`src/rtl/approx_rec_mult_seq_if.sv`:
```
// ----------------------------------------------------------------------------
// approx_rec_mult_seq_if
//
// Purpose:
//   Groups the operand-side and result-side handshakes of approx_rec_mult_seq.
//
// Handshake semantics (both sides):
//   A transfer happens on a rising clock edge where valid && ready are both 1.
//   The source holds its payload stable while valid && !ready. ready may
//   depend on state only, never combinationally on valid.
//
// Signals:
//   in_valid  - producer has operands a/b/approx
//   in_ready  - multiplier can accept operands
//   a, b      - unsigned WIDTH-bit operands
//   approx    - 1 = approximate mode, 0 = exact; travels with a/b
//   out_valid - product y is valid
//   out_ready - consumer takes y
//   y         - unsigned 2*WIDTH-bit product
//
// Modports:
//   master - operand producer / result consumer side
//   slave  - the multiplier
// ----------------------------------------------------------------------------
interface approx_rec_mult_seq_if #(
    parameter int WIDTH = 16
);
    logic                   in_valid;
    logic                   in_ready;
    logic [WIDTH-1:0]       a;
    logic [WIDTH-1:0]       b;
    logic                   approx;
    logic                   out_valid;
    logic                   out_ready;
    logic [2*WIDTH-1:0]     y;

    modport master (
        output in_valid, a, b, approx, out_ready,
        input  in_ready, out_valid, y
    );

    modport slave (
        input  in_valid, a, b, approx, out_ready,
        output in_ready, out_valid, y
    );
endinterface

```
`src/rtl/approx_rec_mult_seq.sv`:
```
// ----------------------------------------------------------------------------
// approx_rec_mult_seq
//
// Purpose:
//   Iterative unsigned WIDTH x WIDTH multiplier. Operands are split into
//   4-bit nibbles (NB = WIDTH/4 per operand); one 4x4 sub-product per clock
//   is accumulated through a single shared 4x4 multiplier, so a nonzero
//   product takes NB*NB cycles. In approximate mode the TRUNC LSBs of every
//   sub-product except the (0,0) block are zeroed before accumulation.
//   A zero operand short-cuts straight to the result.
//
// Ports:
//   clk        - rising-edge clock
//   rst_n      - synchronous active-low reset
//   bus        - slave side of approx_rec_mult_seq_if (operand and result
//                valid/ready handshakes, a, b, approx, y)
//   busy       - high while a transaction is in CALC or DONE
//   dbg_state  - current FSM state (0 IDLE, 1 CALC, 2 DONE)
// ----------------------------------------------------------------------------
module approx_rec_mult_seq #(
    parameter int WIDTH = 16,
    parameter int TRUNC = 2
) (
    input  logic                      clk,
    input  logic                      rst_n,
    approx_rec_mult_seq_if.slave      bus,
    output logic                      busy,
    output logic [1:0]                dbg_state
);

    localparam int NB = WIDTH / 4;
    localparam int NW = (NB > 1) ? $clog2(NB) : 1;
    localparam int PW = 2 * WIDTH;
    localparam int SW = $clog2(PW);

    // Keeps the upper 8-TRUNC bits of an approximate sub-product.
    localparam logic [7:0] TRUNC_MASK = 8'hFF << TRUNC;

    typedef enum logic [1:0] {
        S_IDLE = 2'd0,
        S_CALC = 2'd1,
        S_DONE = 2'd2
    } state_t;

    state_t             r_state;
    state_t             w_next;

    logic [WIDTH-1:0]   r_a;
    logic [WIDTH-1:0]   r_b;
    logic               r_approx;
    // (r_i, r_j) is the block index: idx = r_i*NB + r_j, r_j runs fastest.
    logic [NW-1:0]      r_i;
    logic [NW-1:0]      r_j;
    logic [PW-1:0]      r_acc;
    logic [PW-1:0]      r_y;

    logic               w_accept;
    logic               w_zero;
    logic               w_last_j;
    logic               w_last;
    logic [WIDTH-1:0]   w_a_sh;
    logic [WIDTH-1:0]   w_b_sh;
    logic [3:0]         w_nib_a;
    logic [3:0]         w_nib_b;
    logic [7:0]         w_prod;
    logic               w_drop;
    logic [7:0]         w_prod_m;
    logic [SW-1:0]      w_shamt;
    logic [PW-1:0]      w_term;
    logic [PW-1:0]      w_sum;

    // ------------------------------------------------------------------
    // Handshake and status outputs
    // ------------------------------------------------------------------
    assign bus.in_ready  = (r_state == S_IDLE);
    assign bus.out_valid = (r_state == S_DONE);
    assign bus.y         = r_y;
    assign busy          = (r_state != S_IDLE);
    assign dbg_state     = r_state;

    assign w_accept = bus.in_valid && (r_state == S_IDLE);
    assign w_zero   = (bus.a == '0) || (bus.b == '0);

    assign w_last_j = (r_j == NW'(NB - 1));
    assign w_last   = w_last_j && (r_i == NW'(NB - 1));

    // ------------------------------------------------------------------
    // Shared 4x4 sub-product datapath
    // ------------------------------------------------------------------
    assign w_a_sh  = r_a >> {r_i, 2'b00};
    assign w_b_sh  = r_b >> {r_j, 2'b00};
    assign w_nib_a = w_a_sh[3:0];
    assign w_nib_b = w_b_sh[3:0];
    assign w_prod  = w_nib_a * w_nib_b;

    // Block (0,0) stays exact so small products keep their low bits.
    assign w_drop   = r_approx && ((r_i != '0) || (r_j != '0));
    assign w_prod_m = w_drop ? (w_prod & TRUNC_MASK) : w_prod;

    // Weight of block (i,j) is 2^(4i+4j); the largest shift is PW-8.
    assign w_shamt = SW'({r_i, 2'b00}) + SW'({r_j, 2'b00});
    assign w_term  = {{(PW-8){1'b0}}, w_prod_m} << w_shamt;
    assign w_sum   = r_acc + w_term;

    // ------------------------------------------------------------------
    // FSM: state register
    // ------------------------------------------------------------------
    always_ff @(posedge clk) begin
        if (!rst_n) begin
            r_state <= S_IDLE;
        end else begin
            r_state <= w_next;
        end
    end

    // ------------------------------------------------------------------
    // FSM: next state
    // ------------------------------------------------------------------
    always_comb begin
        w_next = r_state;
        case (r_state)
            S_IDLE: begin
                if (w_accept) begin
                    w_next = w_zero ? S_DONE : S_CALC;
                end
            end
            S_CALC: begin
                if (w_last) begin
                    w_next = S_DONE;
                end
            end
            S_DONE: begin
                // Back to IDLE first; a new operand set is taken no earlier
                // than the cycle after the result leaves.
                if (bus.out_ready) begin
                    w_next = S_IDLE;
                end
            end
            default: w_next = S_IDLE;
        endcase
    end

    // ------------------------------------------------------------------
    // Datapath registers
    // ------------------------------------------------------------------
    always_ff @(posedge clk) begin
        if (!rst_n) begin
            r_a      <= '0;
            r_b      <= '0;
            r_approx <= 1'b0;
            r_i      <= '0;
            r_j      <= '0;
            r_acc    <= '0;
            r_y      <= '0;
        end else begin
            case (r_state)
                S_IDLE: begin
                    if (w_accept) begin
                        r_a      <= bus.a;
                        r_b      <= bus.b;
                        r_approx <= bus.approx;
                        r_i      <= '0;
                        r_j      <= '0;
                        r_acc    <= '0;
                        if (w_zero) begin
                            r_y <= '0;
                        end
                    end
                end
                S_CALC: begin
                    r_acc <= w_sum;
                    if (w_last_j) begin
                        r_j <= '0;
                        r_i <= r_i + NW'(1);
                    end else begin
                        r_j <= r_j + NW'(1);
                    end
                    if (w_last) begin
                        r_y <= w_sum;
                    end
                end
                default: begin
                end
            endcase
        end
    end

endmodule

```
`src/flat_wrapper.sv`:
```
// flat-port wrapper written by rule: the top's interface ports become plain ports
module approx_rec_mult_seq_flat 
#(
    parameter int WIDTH = 16,
    parameter int TRUNC = 2
)
  (clk, rst_n, busy, dbg_state, bus_in_valid, bus_a, bus_b, bus_approx, bus_out_ready, bus_in_ready, bus_out_valid, bus_y);
  approx_rec_mult_seq_if #(.WIDTH(WIDTH)) bus_i ();
  input  logic clk;
  input  logic rst_n;
  output logic busy;
  output logic [1:0] dbg_state;
  input wire logic [$bits(bus_i.in_valid)-1:0] bus_in_valid;
  input wire logic [$bits(bus_i.a)-1:0] bus_a;
  input wire logic [$bits(bus_i.b)-1:0] bus_b;
  input wire logic [$bits(bus_i.approx)-1:0] bus_approx;
  input wire logic [$bits(bus_i.out_ready)-1:0] bus_out_ready;
  output wire logic [$bits(bus_i.in_ready)-1:0] bus_in_ready;
  output wire logic [$bits(bus_i.out_valid)-1:0] bus_out_valid;
  output wire logic [$bits(bus_i.y)-1:0] bus_y;
  assign bus_i.in_valid = bus_in_valid;
  assign bus_i.a = bus_a;
  assign bus_i.b = bus_b;
  assign bus_i.approx = bus_approx;
  assign bus_i.out_ready = bus_out_ready;
  assign bus_in_ready = bus_i.in_ready;
  assign bus_out_valid = bus_i.out_valid;
  assign bus_y = bus_i.y;
  approx_rec_mult_seq #(.WIDTH(WIDTH), .TRUNC(TRUNC)) u_core (.clk(clk), .rst_n(rst_n), .bus(bus_i), .busy(busy), .dbg_state(dbg_state));
endmodule
```
`config.mk`:
```
export PLATFORM = sky130hd
export DESIGN_NAME = approx_rec_mult_seq_flat
export DESIGN_NICKNAME = d
export VERILOG_FILES = /design/src/rtl/approx_rec_mult_seq_if.sv /design/src/rtl/approx_rec_mult_seq.sv /design/src/flat_wrapper.sv
export SDC_FILE = /design/constraint.sdc
export NUM_CORES = 1
export LEC_CHECK = 0
export CAP_MARGIN = 5
export CORE_AREA = 2 2 112 114
export DETAILED_ROUTE_END_ITERATION = 10
export DIE_AREA = 0 0 114 116
export GPL_ROUTABILITY_DRIVEN = 0
export PLACE_DENSITY_LB_ADDON = 0.15
export SLEW_MARGIN = 20
export SYNTH_ARGS = -nofsm -noshare
export SYNTH_HDL_FRONTEND = slang
export SYNTH_SLANG_ARGS = --single-unit
```
`constraint.sdc`:
```
create_clock -name clk -period 8.1 [get_ports clk]
set_clock_uncertainty 0.15 [all_clocks]
set_input_delay 0.81 -clock clk [delete_from_list [all_inputs] [get_ports clk]]
set_output_delay 0.81 -clock clk [all_outputs]
set_load 0.1 [all_outputs]
```
* Yosys cells after proc, flatten, opt, wreduce, memory -nomap -nowiden
Index checks and enable logic that the tools add are counted.
** Storage, ports and cells
- Bits in registers :: 103
- Bits of input ports :: 37
- Output and inout port bits :: 37
** Cells by class
- $add $sub $neg :: 4
- Multipliers :: 1
- Equal/unequal tests :: 9
- Shift-type cells :: 3
- Multiplexer cells :: 17
- Reductions and logical operators :: 17
** Operators with widths (count)
- two-way mux 32 bit :: 4
- one-hot mux 32 bit (2 select lines) :: 2
- adder 32 bit :: 1
- logical NOT 16 bit :: 2
- left shift 8 x 5 -> 32 bit :: 1
- right shift 16 x 4 -> 4 bit :: 2
- two-way mux 2 bit :: 8
- multiplier 4 x 4 -> 8 bit :: 1
- != test 2 x 1 -> 1 bit, second input constant :: 4
- one-hot mux 2 bit (2 select lines) :: 2
- nonzero test 2 bit :: 4
- == test 2 bit, second input constant :: 3
- one-hot mux 2 bit (3 select lines) :: 1
- AND reduction 3 bit :: 2
- adder 4 x 4 -> 5 bit :: 1
- adder 2 x 1 -> 2 bit, second input constant :: 2
- AND reduction 2 bit :: 2
- AND reduction 4 bit :: 1
- logical AND 1 bit :: 3
- == test 2 x 1 -> 1 bit, second input constant :: 1
- logical NOT 2 bit :: 1
- logical OR 1 bit :: 2
- != test 2 bit, second input constant :: 1

* Logic depth before layout (Yosys ltp)
- Word-level depth :: 8
- Mapped depth :: 26

* Worst setup path before layout
OpenSTA, ideal clock, no wires.
- Kind :: register to register
- From :: register u_core.r_j[0]
- To :: register u_core.r_y[24], in the netlist u_core.bus.y[24]
- Library setup time :: 119 ps
- Data arrival time :: 5275 ps
- Required time :: 7831 ps
- Path slack :: 2556 ps
- Stages on the path, launching flop included :: 24
- Buffers on the path :: 1
- Period minus slack after synthesis :: 5544 ps
- Cells stage by stage :: dfxtp_1 -> clkbuf_1 -> mux4_2 -> nand2_1 -> fa_1 -> inv_1 -> fa_1 -> ha_1 -> a21o_1 -> a21oi_1 -> o211ai_1 -> xnor2_1 -> mux2_2 -> nor2_1 -> ha_1 -> nand4_1 -> nor2_1 -> a211oi_1 -> a21oi_2 -> and2_4 -> a21oi_4 -> o31ai_2 -> xor2_1 -> a22o_2
** Between the ends
- Word-level cells in the longest chain between the ends :: 8
- Elaborated cells on any way between the ends :: 15
- Classes of those cells :: add/sub (2); mul (1); eq/ne (2); shift (2); mux (3); reduce/logical (5)
** RTL lines
- start, declared :: line approx_rec_mult_seq.sv:53 : logic [NW-1:0] r_j;
- start signal, assigned :: line approx_rec_mult_seq.sv:176 : r_j <= r_j + NW'(1);
- parallel branches: the longest is 8 deep, another holds adder 32 bit
- end signal, assigned :: line approx_rec_mult_seq.sv:179 : r_y <= w_sum;
- end, declared :: line approx_rec_mult_seq.sv:55 : logic [PW-1:0] r_y;
Several ways; the timed one is not identified. The select of a mux whose other input is x is not followed.
A chain may end at the register's enable or synchronous reset.

* Worst setup path in the final report
- From :: register u_core.r_i[0]
- To :: register u_core.r_y[31], in the netlist u_core.bus.y[31]
** Between the ends
- Word-level cells in the longest chain between the ends :: 8
- Elaborated cells on any way between the ends :: 15
- Classes of those cells :: add/sub (2); mul (1); eq/ne (2); shift (2); mux (3); reduce/logical (5)
** RTL lines
- start, declared :: line approx_rec_mult_seq.sv:52 : logic [NW-1:0] r_i;
- start signal, assigned :: line approx_rec_mult_seq.sv:174 : r_i <= r_i + NW'(1);
- parallel branches: the longest is 8 deep, another holds adder 32 bit
Several ways; the timed one is not identified. The select of a mux whose other input is x is not followed.

==> summary.txt <==
RSZ-0062 raised after global routing: false
Leak: 3.046 nW
hold crit path type: register to register
antenna diode count: 0
gr ovfl total: 0
ys async rst share: 0%
drt wl/cell: 16.79 microns
Final TNS setup: 0 ns
max frequency: 162.6 MHz
max-capacitance violation count: 0
# DRC: 0
Crit path depth: 22
crit path cell chain: mux4_2 -> nand2_1 -> fa_1 -> inv_1 -> fa_1 -> ha_1 -> a21o_1 -> a21oi_1 -> o211ai_1 -> xnor2_1 -> mux2_2 -> nor2_1 -> ha_1 -> and4_1 -> nand3_1 -> nor4_1 -> o21ai_0 -> nand2_1 -> o221ai_1 -> xor2_1 -> xnor2_1 -> a22o_1
vias in the first global route: 5567
Max transition margin: 33.51%
VDD IR max: 0.0001252 V
DRT Pass-1 Iters: 5
syn avg cell area: 8.381 sq um
final setup violating endpoints: 0
share of the yosys chip area belonging to registers: 31.99%
Post-synth EDFFs: 0
Yosys warning count: 0
Routed Antenna Nets: 0
CTS sink count: 103
status: finished clean
post-CTS setup buffers: 0
Top Ports: 74
Tcrit/Tclk final: 75.95%
Critical Path Sink Type: register
Critical Path AT: 6.25 ns
Nets: 903
max-slew violation count: 0
CP max stage cell: mux4_2
Hold Crit Depth: 2
Worst Path Required: 8.20 ns
Worst Setup Start Kind: register
Synth top area share: 31.99%
synth top area cells: dfxtp_1 32%, ha_1 9.3%, nand2_1 7.9%
total number of vias: 5642
total wire length: 16.19 mm
Synth Flop Type: dfxtp_1
vias per cell: 5.853
Initial Util: 54.11%
worst r2r path cells: 22
height of the die: 116 microns
Worst-path clk slew: 0.07 ns
share of layout cells above drive strength 1: 7.222%
syn nets: 860
Num CTS Buffers: 9
IO buf count: 73
first-pass GRT wire length: 27.03 mm
Core Box Area: 0.01191 sq mm
buffer and inverter count on the worst path: 1
row count: 40
Mapped Cells: 769
Worst path max stage delay: 0.61 ns
Max FO, Critical Path: 8
root buf cell: clkbuf_16
GRT Overall Usage: 25.70%
HPWL Detailed: 12.22 mm
CTS tree: built
largest net degree at the start of global routing: 74
Synth cell types: 62
Worst Tran Pin Value: 0.9943 ns
synthesis-to-finish area growth: 16.58%
Util after Layout: 63.08%
clk_lat worst skew: 0.36 ns
die area: 0.01322 sq mm
die width: 114 microns
min cycle time layout: 6.152 ns
CTS Buffer Depth: 2
Top delay family on crit path: adder cells
crit path kind: register to register
H-tree depth: 3
post-layout instance area: 0.007513 sq mm
Fin Hold WS: 0.3144 ns
Post-DP Area: 0.007211 sq mm
# hold bufs at CTS: 0
cell taking the most area after synthesis: dfxtp_1
final hold vios: 0
Mapped Area: 0.006445 sq mm
Pwr Density: 146.2 mW/mm^2
initial antenna violation count: 0
drt initial violations: 346
post-CTS sizing: 0
#FFs+latches synth: 103
==> Yosys cell counts, drive strengths merged, types with 11 or more instances <==
cell and n:
a22o 30, and2 27, inv 17, xor2 11
ha 48, nand2 135, xnor2 22, nor2b 25
a21oi 49, clkbuf 43, nor2 45, o21ai 23
a21o 18, dfxtp 103, a21boi 43, nand3 12
==> stage by stage <==
stage	power [mW]	instances	setup WS [ns]
after floorplan	0.6247	769	2.556
after global placement	0.6688	948	2.177
final	1.098	964	1.948
after CTS	1.109	964	1.919
after detailed placement	0.6715	948	1.967
after global routing	1.141	964	1.502
==> routing by layer <==
metal | GRT usage, % | up-vias | share of wire, %
li1 | - | 2802 | -
met1 | 34.30 | 2654 | 47
met2 | 41.63 | 160 | 45
met3 | 6.276 | 26 | 5.7
met4 | 7.480 | 0 | 1.8
met5 | 0 | - | 0
==> path summary, 6_finish.rpt <==
path	startpoint	endpoint	slack, ns
min reg2reg	u_core.r_b[13]	u_core.r_b[13]	0.31
max	u_core.r_i[0]	u_core.bus.y[31]	1.95
max reg2reg	u_core.r_i[0]	u_core.bus.y[31]	1.95
min	u_core.r_b[13]	u_core.r_b[13]	0.31
==> cell families (layout without fill, tap and decap cells) <==
kind of cell	Yosys count	count (layout)	share of synthesized area [%]
xor+xnor	33	33	4.484
compound gates	217	217	24.54
flops	103	103	31.99
mux	11	11	3.281
buf+inv	63	111	3.747
simple gates	288	288	20.77
fa+ha+maj	54	54	11.18
==> state kept, by name, indices dropped and copies added (netlist names) <==
signal            flops
u_core.r_i            2
u_core.r_a           16
u_core.r_b           16
u_core.r_approx       1
u_core.dbg_state      2
u_core.r_j            2
u_core.bus.y         32
u_core.r_acc         32
==> final cells by class <==
cell class,count,area [sq um]
Sequential cell,103,2062
Multi-Input combinational cell,603,4148
Inverter,18,67.56
Clock inverter,7,71.32
Tap cell,147,183.9
Fill cell,1072,4398
Clock buffer,9,225.2
Timing Repair Buffer,77,755.7
==> worst min-delay path, delay by kind of cell (launching register included) <==
| family | cells | cell delay (ns) |
|---|---|---|
| flops | 1 | 0.31 |
| compound gates | 1 | 0.06 |
| simple gates | 1 | 0.05 |
==> layout by cell type (no fill, tap or decap), types with 7 or more instances in the layout <==
cell type,instances
a21boi_0,42
a21o_1,18
a21oi_1,44
a22o_1,27
a31oi_1,7
and2_1,25
clkbuf_16,9
clkdlybuf4s50_1,72
dfxtp_1,103
ha_1,48
inv_1,17
mux4_2,8
nand2_1,134
nand3_1,12
nand4_1,7
nor2_1,43
nor2b_1,25
nor3_1,9
nor4_1,9
o21ai_0,21
o21bai_1,9
xnor2_1,22
xor2_1,11
==> where the power goes <==
part | switching [mW] | internal (mW)
combinational | 0.0813 | 0.0491
clock | 0.199 | 0.239
sequential | 0.0108 | 0.519
total | 0.291 | 0.808
Note: power is estimated with default switching activity, not from simulation.
